File: config.mk
export PLATFORM = sky130hd
export DESIGN_NAME = vmerge_issue
export DESIGN_NICKNAME = d
export VERILOG_FILES = /design/src/rtl/vmerge_issue.sv
export SDC_FILE = /design/constraint.sdc
export NUM_CORES = 1
export LEC_CHECK = 0
export CORE_ASPECT_RATIO = 2
export CORE_MARGIN = 2
export CORE_UTILIZATION = 33
export CTS_CLUSTER_DIAMETER = 100
export CTS_CLUSTER_SIZE = 14
export DETAILED_ROUTE_END_ITERATION = 6
export SETUP_SLACK_MARGIN = 0.3
export SLEW_MARGIN = 5
export SYNTH_ARGS = -nofsm -noshare
export SYNTH_HDL_FRONTEND = slang
export SYNTH_SLANG_ARGS = --single-unit
File: constraint.sdc
create_clock -name clk -period 5.85 [get_ports clk]
set_input_delay 0.585 -clock clk [delete_from_list [all_inputs] [get_ports clk]]
set_output_delay 0.585 -clock clk [all_outputs]
set_load 0.05 [all_outputs]
File: src/rtl/vmerge_issue.sv
// vmerge_issue: walks one vmerge/vmv command into register-file reads and ALU requests; VMERGE_SCALAR_EN adds a replicated-scalar vec1 source.
// Latency: first read the cycle after accept; each ALU request one cycle after its read; done coincides with the last request.
// Backpressure: cmd_ready only in IDLE; stall gaps reads (beats already read still deliver); the ALU side never backpressures.
module vmerge_issue #(
    parameter int DATA_WIDTH = 64,
    parameter int ADDR_WIDTH = 32,
    parameter int MASK_WIDTH = DATA_WIDTH / 8,
    parameter int VL_WIDTH   = 7
) (
    input  logic                  clk,
    input  logic                  rst,
    input  logic                  cmd_valid,
    output logic                  cmd_ready,
    input  logic [VL_WIDTH-1:0]   cmd_vl,
    input  logic [1:0]            cmd_sew,
    input  logic                  cmd_vm,
    input  logic [DATA_WIDTH-1:0] cmd_v0,
    input  logic [ADDR_WIDTH-1:0] cmd_vd_addr,
    input  logic [ADDR_WIDTH-1:0] cmd_vs1_addr,
    input  logic [ADDR_WIDTH-1:0] cmd_vs2_addr,
`ifdef VMERGE_SCALAR_EN
    input  logic                  cmd_use_scalar,
    input  logic [63:0]           cmd_scalar,
`endif
    input  logic                  stall,
    output logic                  rd_en,
    output logic [ADDR_WIDTH-1:0] rd_addr0,
    output logic [ADDR_WIDTH-1:0] rd_addr1,
    input  logic [DATA_WIDTH-1:0] rd_data0,
    input  logic [DATA_WIDTH-1:0] rd_data1,
    output logic                  alu_valid,
    output logic [ADDR_WIDTH-1:0] alu_addr,
    output logic [MASK_WIDTH-1:0] alu_mask,
    output logic [DATA_WIDTH-1:0] alu_vec0,
    output logic [DATA_WIDTH-1:0] alu_vec1,
    output logic                  done
);

    localparam int CNT_W  = $clog2(DATA_WIDTH + 1);
    localparam int BSH    = $clog2(MASK_WIDTH);
    localparam int BYTE_W = VL_WIDTH + 4;
    localparam int G_W    = CNT_W + BSH;
    localparam int EIDX_W = $clog2(DATA_WIDTH);

    typedef enum logic [1:0] {
        IDLE  = 2'd0,
        RUN   = 2'd1,
        DRAIN = 2'd2
    } state_t;

    state_t state, next_state;

    logic [CNT_W-1:0]      beat;
    logic [CNT_W-1:0]      n_beats;
    logic [VL_WIDTH-1:0]   vl_q;
    logic [1:0]            sew_q;
    logic                  vm_q;
    logic [DATA_WIDTH-1:0] v0_q;
    logic [ADDR_WIDTH-1:0] vd_q;
    logic [ADDR_WIDTH-1:0] vs1_q;
    logic [ADDR_WIDTH-1:0] vs2_q;

    logic                  accept;
    logic                  last_beat;
    logic [VL_WIDTH-1:0]   cmd_vl_c;
    logic [BYTE_W-1:0]     cmd_bytes;
    logic [CNT_W-1:0]      cmd_beats;
    logic [MASK_WIDTH-1:0] mask_nxt;
    logic [G_W-1:0]        g;
    logic [G_W-1:0]        e;
    logic [DATA_WIDTH-1:0] vec1_src;

    // Clamp vl to the beat width, then round the byte count up to whole beats.
    always_comb begin
        cmd_vl_c = cmd_vl;
        if (int'(cmd_vl) > DATA_WIDTH)
            cmd_vl_c = VL_WIDTH'(DATA_WIDTH);
        cmd_bytes = BYTE_W'(cmd_vl_c) << cmd_sew;
        cmd_beats = CNT_W'((cmd_bytes + BYTE_W'(MASK_WIDTH - 1)) >> BSH);
    end

    always_ff @(posedge clk or negedge rst) begin
        if (!rst)
            state <= IDLE;
        else
            state <= next_state;
    end

    always_comb begin
        next_state = state;
        cmd_ready  = 1'b0;
        rd_en      = 1'b0;
        accept     = 1'b0;
        last_beat  = 1'b0;
        case (state)
            IDLE: begin
                cmd_ready = 1'b1;
                if (cmd_valid) begin
                    accept = 1'b1;
                    if (cmd_beats != '0)
                        next_state = RUN;
                end
            end
            RUN: begin
                if (!stall) begin
                    rd_en = 1'b1;
                    if (beat == n_beats - CNT_W'(1)) begin
                        last_beat  = 1'b1;
                        next_state = DRAIN;
                    end
                end
            end
            DRAIN: next_state = IDLE;
            default: next_state = IDLE;
        endcase
    end

    // Byte j of beat b is global byte g; its element is g >> sew.
    always_comb begin
        mask_nxt = '0;
        g        = '0;
        e        = '0;
        for (int j = 0; j < MASK_WIDTH; j++) begin
            g = (G_W'(beat) << BSH) | G_W'(j);
            e = g >> sew_q;
            mask_nxt[j] = (e < G_W'(vl_q)) && (vm_q || v0_q[e[EIDX_W-1:0]]);
        end
    end

`ifdef VMERGE_SCALAR_EN
    logic        use_scalar_q;
    logic [63:0] scalar_q;
    logic [DATA_WIDTH-1:0] scalar_rep;

    always_ff @(posedge clk or negedge rst) begin
        if (!rst) begin
            use_scalar_q <= 1'b0;
            scalar_q     <= '0;
        end else if (accept) begin
            use_scalar_q <= cmd_use_scalar;
            scalar_q     <= cmd_scalar;
        end
    end

    // Replicate the low SEW bytes of the scalar across the whole beat.
    always_comb begin
        scalar_rep = '0;
        for (int j = 0; j < MASK_WIDTH; j++)
            scalar_rep[8*j +: 8] = scalar_q[8*(j & ((1 << sew_q) - 1)) +: 8];
    end

    assign vec1_src = use_scalar_q ? scalar_rep : rd_data1;
    assign rd_addr1 = (state == RUN && !use_scalar_q) ? vs1_q + ADDR_WIDTH'(beat) : '0;
`else
    assign vec1_src = rd_data1;
    assign rd_addr1 = (state == RUN) ? vs1_q + ADDR_WIDTH'(beat) : '0;
`endif

    assign rd_addr0 = (state == RUN) ? vs2_q + ADDR_WIDTH'(beat) : '0;

    always_ff @(posedge clk or negedge rst) begin
        if (!rst) begin
            beat    <= '0;
            n_beats <= '0;
            vl_q    <= '0;
            sew_q   <= '0;
            vm_q    <= 1'b0;
            v0_q    <= '0;
            vd_q    <= '0;
            vs1_q   <= '0;
            vs2_q   <= '0;
        end else if (accept) begin
            beat    <= '0;
            n_beats <= cmd_beats;
            vl_q    <= cmd_vl_c;
            sew_q   <= cmd_sew;
            vm_q    <= cmd_vm;
            v0_q    <= cmd_v0;
            vd_q    <= cmd_vd_addr;
            vs1_q   <= cmd_vs1_addr;
            vs2_q   <= cmd_vs2_addr;
        end else if (rd_en) begin
            beat    <= beat + CNT_W'(1);
        end
    end

    // Request stage: address and mask registered alongside the read, data arrives next cycle.
    always_ff @(posedge clk or negedge rst) begin
        if (!rst) begin
            alu_valid <= 1'b0;
            alu_addr  <= '0;
            alu_mask  <= '0;
            done      <= 1'b0;
        end else begin
            alu_valid <= rd_en;
            done      <= last_beat || (accept && cmd_beats == '0);
            if (rd_en) begin
                alu_addr <= vd_q + ADDR_WIDTH'(beat);
                alu_mask <= mask_nxt;
            end
        end
    end

    assign alu_vec0 = alu_valid ? rd_data0 : '0;
    assign alu_vec1 = alu_valid ? vec1_src : '0;

endmodule

---- After elaboration in Yosys (flattened, before gate mapping) ----
Cells that the tools add are included.
word-level totals
  output and inout port bits .............. 236
  logic and storage cells ................. 111
  flip-flop bits (word level) ............. 228
cells by class
  multiplexer cells ....................... 36
  equality and inequality tests ........... 6
  shift operators ......................... 9
  reductions and logical operators ........ 23
  magnitude comparators ................... 17
  add/sub/neg operators ................... 6
operator list
  kind                                                                   count
  64-bit 2-to-1 mux                                                      2
  32-bit by 7-bit adder with 32-bit output                               3
  10-bit by 7-bit < comparator with 1-bit output                         8
  10-bit by 2-bit >> shifter with 10-bit output                          8
  32-bit 2-to-1 mux                                                      2
  6-bit by 7-bit < comparator with 1-bit output, second input constant   8
  1-bit binary-select mux with 6-bit select                              8
  7-bit 2-to-1 mux                                                       3
  1-bit 2-to-1 mux                                                       16
  10-bit by 3-bit adder with 10-bit output, second input constant        1
  7-bit by 2-bit left shift with 10-bit output                           1
  1-bit logical AND                                                      9
  1-bit logical OR                                                       9
  2-bit 2-to-1 mux                                                       4
  2-bit inequality test, second input constant                           4
  7-bit by 1-bit adder with 7-bit output, second input constant          1
  7-bit equality test                                                    1
  7-bit greater-than comparator, second input constant                   1
  7-bit logical NOT                                                      1
  7-bit nonzero test                                                     1
  7-bit by 1-bit subtractor with 7-bit output, second input constant     1
  2-bit case mux with 2 select lines                                     1
  4-bit AND reduction                                                    1
  2-bit by 1-bit equality test with 1-bit output, second input constant  1
  2 further kinds                                                        2

---- Logic depth before layout (Yosys ltp) ----
Gate-level depths: netlist of run 1.
  depth after elaboration ................. 8
  mapped depth ............................ 15
  gate-level depth less buffers ........... 12

---- Worst setup path before layout of run 1 ----
Ideal clock, no wire load.
  path kind ............................... flip-flop to output port
  from .................................... register beat[0]
  to ...................................... output port rd_addr0[10]
  arrival time ............................ 3.165 ns
  cell stages (with the launch flop) ...... 11
  buffers on the path ..................... 1
  path slack .............................. 2.100 ns
  cells stage by stage .................... dfrtp_1 > ha_1 > fa_1 > a21o_1 > a21oi_1 > o21bai_1 > a21o_1 > a21oi_1 > clkbuf_1 > o21ai_0 > a21oi_1
between the ends
  longest elaborated chain between the ends .. 2
RTL lines
  item                                      line  source
  from (decl)                               53    logic [CNT_W-1:0] beat;
  from (signal assigned)                    183   beat <= beat + CNT_W'(1);
  32-bit by 7-bit adder with 32-bit output  159   assign rd_addr0 = (state == RUN) ? vs2_q + ADDR_WIDTH'(beat) : '0;
  32-bit 2-to-1 mux                         159
  to (decl)                                 27    output logic [ADDR_WIDTH-1:0] rd_addr0,
Every way passes these cells.

---- Final worst setup path of run 1 ----
  from .................................... register beat[2]
  to ...................................... output port rd_addr0[25]
The elaborated chain is that of the path after synthesis.

==> out/metrics.csv, run 1 <==
stage;metric;value;unit
power;worst vdd ir;0.000653;V
routing;WL per Instance;23.6;µm
synthesis;Top FF cell, synth;dfrtp_1;
critical_path;Critical Path Source Type;register;
clock_tree;CTS max path bufs;3;
clock_tree;CTS tree;done;
critical_path;Worst setup EP type;output pin;
timing;Max Fclk;205;MHz
cells_and_area;Layout area overhead;35.5;%
timing;Final WS setup;978;ps
cells_and_area;Fillers;5304;
timing;Final Skew;19.0;ps
clock_tree;CTS resizes;0;
place;final HPWL from detailed placement;61.2;mm
cells_and_area;layout cell share with drive strength beyond 1;6.10;%
timing;final setup fails;0;
synthesis;number of synthesized register bits;228;
place;Port Buf Inserts;537;
routing;1st-pass router iterations;5;
clock_tree;Worst-Skew Late Latency;540;ps
timing;RSZ-0062 raised after global routing;false;
timing;Hold Slack;66.1;ps
routing;DR iter-0 viols;1291;
critical_path;crit path max fanout;13;
synthesis;Post-Syn Area;17500;µm²
global_route;first-pass GRT wire length;119;mm
cells_and_area;most frequent cells in the layout;nand2_1, clkdlybuf4s50_1, dfrtp_1;
cells_and_area;post-route cell area;23800;µm²
die;Die Area;55100;µm²
timing;final period utilization;83.3;%
critical_path;WS Path Type;register to output pin;
clock_tree;postcts setup bufs;0;
clock_tree;clk sinks;228;
timing;min cycle time layout;4870;ps
clock_tree;CTS Buf Count;20;
flow_run;Max-Cap Viols;0;
synthesis;cell taking the most area after synthesis;dfrtp_1;
critical_path;Crit path required time;5270;ps
timing;worst slew pin tran;1220;ps
place;placed cell area;23200;µm²
run_status;status;complete, no violations;
synthesis;Synth area leaders;dfrtp_1, nand2_1, and2_1;
routing;Post-DRT Antenna Nets;0;
global_route;vias in the first global route;19500;
cells_and_area;# diodes;0;
routing;Total Wirelength;80.6;mm
global_route;grt total ovfl;0;
place;Placer Congestion;0.949;
die;core area;52600;µm²
place;DP Worst Slack;1590;ps
clock_tree;clk slew on worst S/H paths;70;ps
synthesis;async set-reset flop share out of synthesis;100;%
hold_path;Hold WC Path Type;primary input to async pin;
routing;DRC viols;0;
routing;Via density;5.60;
critical_path;Worst EP arrival;4290;ps
global_route;GRT Total Usage;28.2;%
timing;normalized max-slew margin;18.6;%
global_route;largest net degree at the start of global routing;136;
synthesis;Yosys cell types;95;
synthesis;share of the synthesized area in the top cell type;32.5;%
die;Die Wd;167;µm
die;Die Ht;330;µm
synthesis;post-synthesis cell count;2344;
power;Static Leak;10.1;nW
timing;Hold Violations, Final;0;
synthesis;Post-synth EDFFs;0;
clock_tree;CTS Hold Bufs;0;
timing;setup TNS;0;ps
synthesis;Net Count, Synth;2682;
power;pwr/cell area;636;nW/µm²
cells_and_area;# nets final;3090;
clock_tree;H-tree depth;1;
die;Starting Density;33.4;%
cells_and_area;leading cell type in the layout, fill and taps excluded;nand2_1;
die;Top-Level Pins;538;
timing;Slew Viols, Final;0;
global_route;antenna violations before repair;1;
clock_tree;CTS root buf;clkbuf_16;
die;Row Count;119;
routing;vias;19100;
synthesis;Synth Warn #;0;
synthesis;average size of a mapped cell;7.48;µm²
synthesis;sequential area share after synthesis;32.5;%
[sequential cells by signal, indices dropped and copies added, names as in the netlist, 2 cells and up]
| name | flops |
|---|---|
| alu_addr | 32 |
| v0_q | 64 |
| vs2_q | 32 |
| sew_q | 2 |
| vl_q | 7 |
| vs1_q | 32 |
| vd_q | 32 |
| state | 2 |
| beat | 7 |
| n_beats | 7 |
| alu_mask | 8 |
[synthesized netlist by cell type, types with 13 or more instances]
cell	number
a31oi_1	30
a21oi_1	90
clkbuf_1	121
o22ai_1	63
xnor2_1	48
nor3_1	32
a311oi_1	17
xor2_1	43
a21o_1	14
nor2_1	105
o211ai_1	13
ha_1	33
nand3_1	62
mux2i_1	33
o21ai_0	120
nand4_1	14
a211oi_1	29
and2_1	144
mux2_2	47
inv_1	31
and3_1	28
dfrtp_1	228
nand2_1	729
nor2b_1	15
buf_2	38
[power by group]
part           internal [mW]  leakage [nW]  switching [mW]
sequential              2.30          2.86            1.29
combinational           3.59          7.01            6.66
clock                  0.645         0.268           0.629
[worst max-delay path, cell delays in order, from the launching register on]
cell and delay (ps):
dfrtp_1 580, ha_1 430, a21oi_1 110, nor2b_1 120, o21ai_0 130, a21oi_1 640, nand4_2 360, or4_1 490
nand2_1 90, clkdlybuf4s50_1 800
[kinds of logic (layout without fill, tap and decap cells)]
| group | count (synthesis) | in the layout | share of synthesized area, % |
|---|---|---|---|
| AOI/OAI and AO/OA | 487 | 487 | 18.4 |
| xor gates and xnor gates | 91 | 91 | 4.55 |
| adders and majority gates | 36 | 36 | 2.70 |
| buffers and inverters | 225 | 636 | 5.74 |
| DFF | 228 | 228 | 32.5 |
| muxes | 85 | 85 | 5.44 |
| and+or+nand+nor | 1192 | 1192 | 30.6 |
[layout make-up]
cell class / instances / area, µm² / area share [%]
clock buffers: 24 / 537 / 2.26
clock inverters: 1 / 11.3 / 0.0474
repair buffers: 570 / 5670 / 23.9
flip-flops and latches: 228 / 5710 / 24.0
inverters: 41 / 156 / 0.658
well taps: 665 / 832 / 3.50
multi-input cells: 1891 / 10800 / 45.6
[stage by stage]
step	power, mW	instances	utilization, %
after floorplan	10.1	2344	-
after global placement	13.6	3395	44.1
after detailed placement	13.7	3395	44.1
after CTS	15.0	3420	45.2
after global routing	15.9	3420	45.2
final	15.1	3420	45.2
[worst paths after layout]
path | slack, ps | end | cells past startpoint | from
min in group clk | 480 | alu_addr[8]$_DFFE_PN0P_ | 2 | alu_addr[8]$_DFFE_PN0P_
worst max register to register | 1570 | alu_mask[1]$_DFFE_PN0P_ | 12 | sew_q[0]$_DFFE_PN0P_
worst max-delay path | 980 | rd_addr0[25] | 9 | beat[2]$_DFFE_PN0P_
max in group asynchronous | 4430 | v0_q[49]$_DFFE_PN0P_ | 2 | rst
worst min-delay path | 70 | vs2_q[20]$_DFFE_PN0P_ | 1 | rst
worst min register to register | 480 | alu_addr[8]$_DFFE_PN0P_ | 2 | alu_addr[8]$_DFFE_PN0P_
[metal layers]
layer  track usage [%]  up-vias  wire (µm)
met4              17.5        2       5530
li1                  -     8804          -
met1              28.0     9027      26800
met5                 0        -         13
met2              53.3     1041      42100
met3              5.44      268       6140
Note: power is estimated with default switching activity, not from simulation.
==> run 2, diff against run 1 <==
==> constraint.sdc (replaced) <==
create_clock -name clk -period 5 [get_ports clk]
set_input_delay 0.5 -clock clk [delete_from_list [all_inputs] [get_ports clk]]
set_output_delay 0.5 -clock clk [all_outputs]
set_load 0.05 [all_outputs]
==> run 2 against run 1 <==
Via count grew 0.60%. Critical path depth grew 3. Largest power group unchanged. Sequential share of layout area shrank 0.18 points.
==> out/metrics.csv, run 2 (synthesis gave the netlist of run 1 again) <==
stage;metric;value;unit
hold_path;Hold WC Path Type;primary input to async pin;
power;Static Leak;10.3;nW
cells_and_area;final core occ;45.5;%
power;pwr/cell area;744;nW/µm²
routing;1st-pass router iterations;5;
cells_and_area;post-route cell area;23900;µm²
global_route;GRT Total Usage;28.1;%
cells_and_area;# nets final;3115;
timing;worst slew pin tran;925;ps
timing;Final Skew;37.7;ps
timing;Hold Violations, Final;0;
critical_path;Worst setup EP type;output pin;
power;Clk network pwr share;8.2;%
flow_run;Max-Cap Viols;0;
timing;final period utilization;89.0;%
die;Die Ht;330;µm
timing;RSZ-0062 raised after global routing;false;
clock_tree;H-tree depth;1;
global_route;first-pass GRT wire length;119;mm
cells_and_area;layout cell share with drive strength beyond 1;7.34;%
die;Top-Level Pins;538;
routing;DRC viols;0;
clock_tree;Worst-Skew Late Latency;550;ps
place;placed cell area;23400;µm²
cells_and_area;Largest register FFs;64;
timing;Slew Viols, Final;0;
clock_tree;CTS tree;done;
global_route;grt total ovfl;0;
routing;WL per Instance;23.6;µm
timing;setup TNS;0;ps
clock_tree;CTS root buf;clkbuf_16;
timing;normalized max-slew margin;38.1;%
die;core area;52600;µm²
routing;Via density;5.59;
power;Internal;7.70;mW
power;net switching fraction of the power;56.8;%
power;P_sw;10.1;mW
timing;min cycle time layout;4450;ps
timing;Final WS setup;552;ps
critical_path;crit path max fanout;20;
place;Port Buf Inserts;537;
routing;Total Wirelength;81.3;mm
cells_and_area;Most flops, register;v0_q;
critical_path;Crit path required time;4500;ps
clock_tree;CTS max path bufs;3;
timing;final setup fails;0;
power;worst vdd ir;0.000452;V
die;Die Area;55100;µm²
power;sequential cell fraction of total power;23.4;%
cells_and_area;Fillers;5236;
timing;Max Fclk;225;MHz
place;Placer Congestion;0.991;
global_route;largest net degree at the start of global routing;79;
cells_and_area;most frequent cells in the layout;nand2_1, clkdlybuf4s50_1, dfrtp_1;
critical_path;Worst EP arrival;3950;ps
place;DP Worst Slack;860;ps
place;final HPWL from detailed placement;63.7;mm
critical_path;Critical Path Source Type;register;
cells_and_area;leading cell type in the layout, fill and taps excluded;nand2_1;
run_status;status;complete, no violations;
routing;vias;19300;
clock_tree;clk slew on worst S/H paths;70;ps
clock_tree;CTS Buf Count;20;
die;Row Count;119;
global_route;vias in the first global route;19300;
clock_tree;clk sinks;228;
critical_path;WS Path Type;register to output pin;
power;Logic pwr share;68.3;%
die;Die Wd;167;µm
routing;Post-DRT Antenna Nets;0;
die;Starting Density;33.4;%
routing;DR iter-0 viols;1448;
global_route;antenna violations before repair;8;
cells_and_area;Layout area overhead;36.5;%
[run 2: cell type report]
| cell class | count | area [µm²] | area share (%) |
|---|---|---|---|
| Multi-Input combinational cell | 1891 | 10800 | 45.3 |
| Timing Repair Buffer | 595 | 5850 | 24.4 |
| Sequential cell | 228 | 5710 | 23.9 |
| Tap cell | 665 | 832 | 3.48 |
| Clock buffer | 23 | 512 | 2.14 |
| Inverter | 41 | 156 | 0.653 |
| Clock inverter | 2 | 27.5 | 0.115 |
| Antenna cell | 2 | 5.00 | 0.0209 |
[run 2: repair_timing]
item	in CTS	in global routing
gates cloned	0	0
resized for setup	1	0
endpoints found under the hold margin	39	0
pin swaps	0	1
hold buffers	1	0
setup endpoints to repair	4	3
buffers inserted	0	1
[run 2: layer usage]
| metal | global-route usage [%] | share of wire (%) | wire, µm | up-vias |
|---|---|---|---|---|
| li1 | - | - | - | 8860 |
| met1 | 26.8 | 33 | 26600 | 9105 |
| met2 | 54.4 | 53 | 42900 | 1011 |
| met3 | 5.87 | 7.4 | 5980 | 264 |
| met4 | 17.3 | 6.9 | 5620 | 16 |
| met5 | 0 | 0.12 | 96 | - |
[run 2: path summary, 6_finish.rpt]
path                                      start  slack [ps]                      end  cells past startpoint
max in group asynchronous                   rst        3310      vd_q[7]$_DFFE_PN0P_                      3
max reg2reg                sew_q[0]$_DFFE_PN0P_        1350  alu_mask[1]$_DFFE_PN0P_                     13
min reg2reg                 vd_q[6]$_DFFE_PN0P_         480      vd_q[6]$_DFFE_PN0P_                      2
min in group clk            vd_q[6]$_DFFE_PN0P_         480      vd_q[6]$_DFFE_PN0P_                      2
max                         beat[1]$_DFFE_PN0P_         550             rd_addr1[30]                     12
min                                         rst         460    vs2_q[22]$_DFFE_PN0P_                      2
[run 2: worst max-delay path: stages (launching register included)]
cell and delay (ps):
dfrtp_1 410, buf_4 240, fa_1 490, a21o_1 170, a21oi_1 250, o21bai_1 100, a21o_1 200, a21oi_1 160
buf_4 220, nor4_1 90, xnor2_1 150, nor2_1 110, clkdlybuf4s50_1 820
[run 2: power groups by stage]
stage	clock network, mW	logic, mW	registers (mW)
final	1.46	12.2	4.18
after global routing	1.57	12.9	4.28
after CTS	1.52	12.1	4.15
after detailed placement	0	12.0	4.17
after global placement	0	11.9	4.14
after floorplan	0	7.94	3.88
[run 2: stage by stage]
stage / power, mW / hold slack [ps] / cells
after global placement: 16.1 / 415 / 3418
after detailed placement: 16.2 / 423 / 3418
after global routing: 18.8 / 474 / 3445
after floorplan: 11.8 / 204 / 2344
after CTS: 17.7 / 455 / 3444
final: 17.8 / 460 / 3447
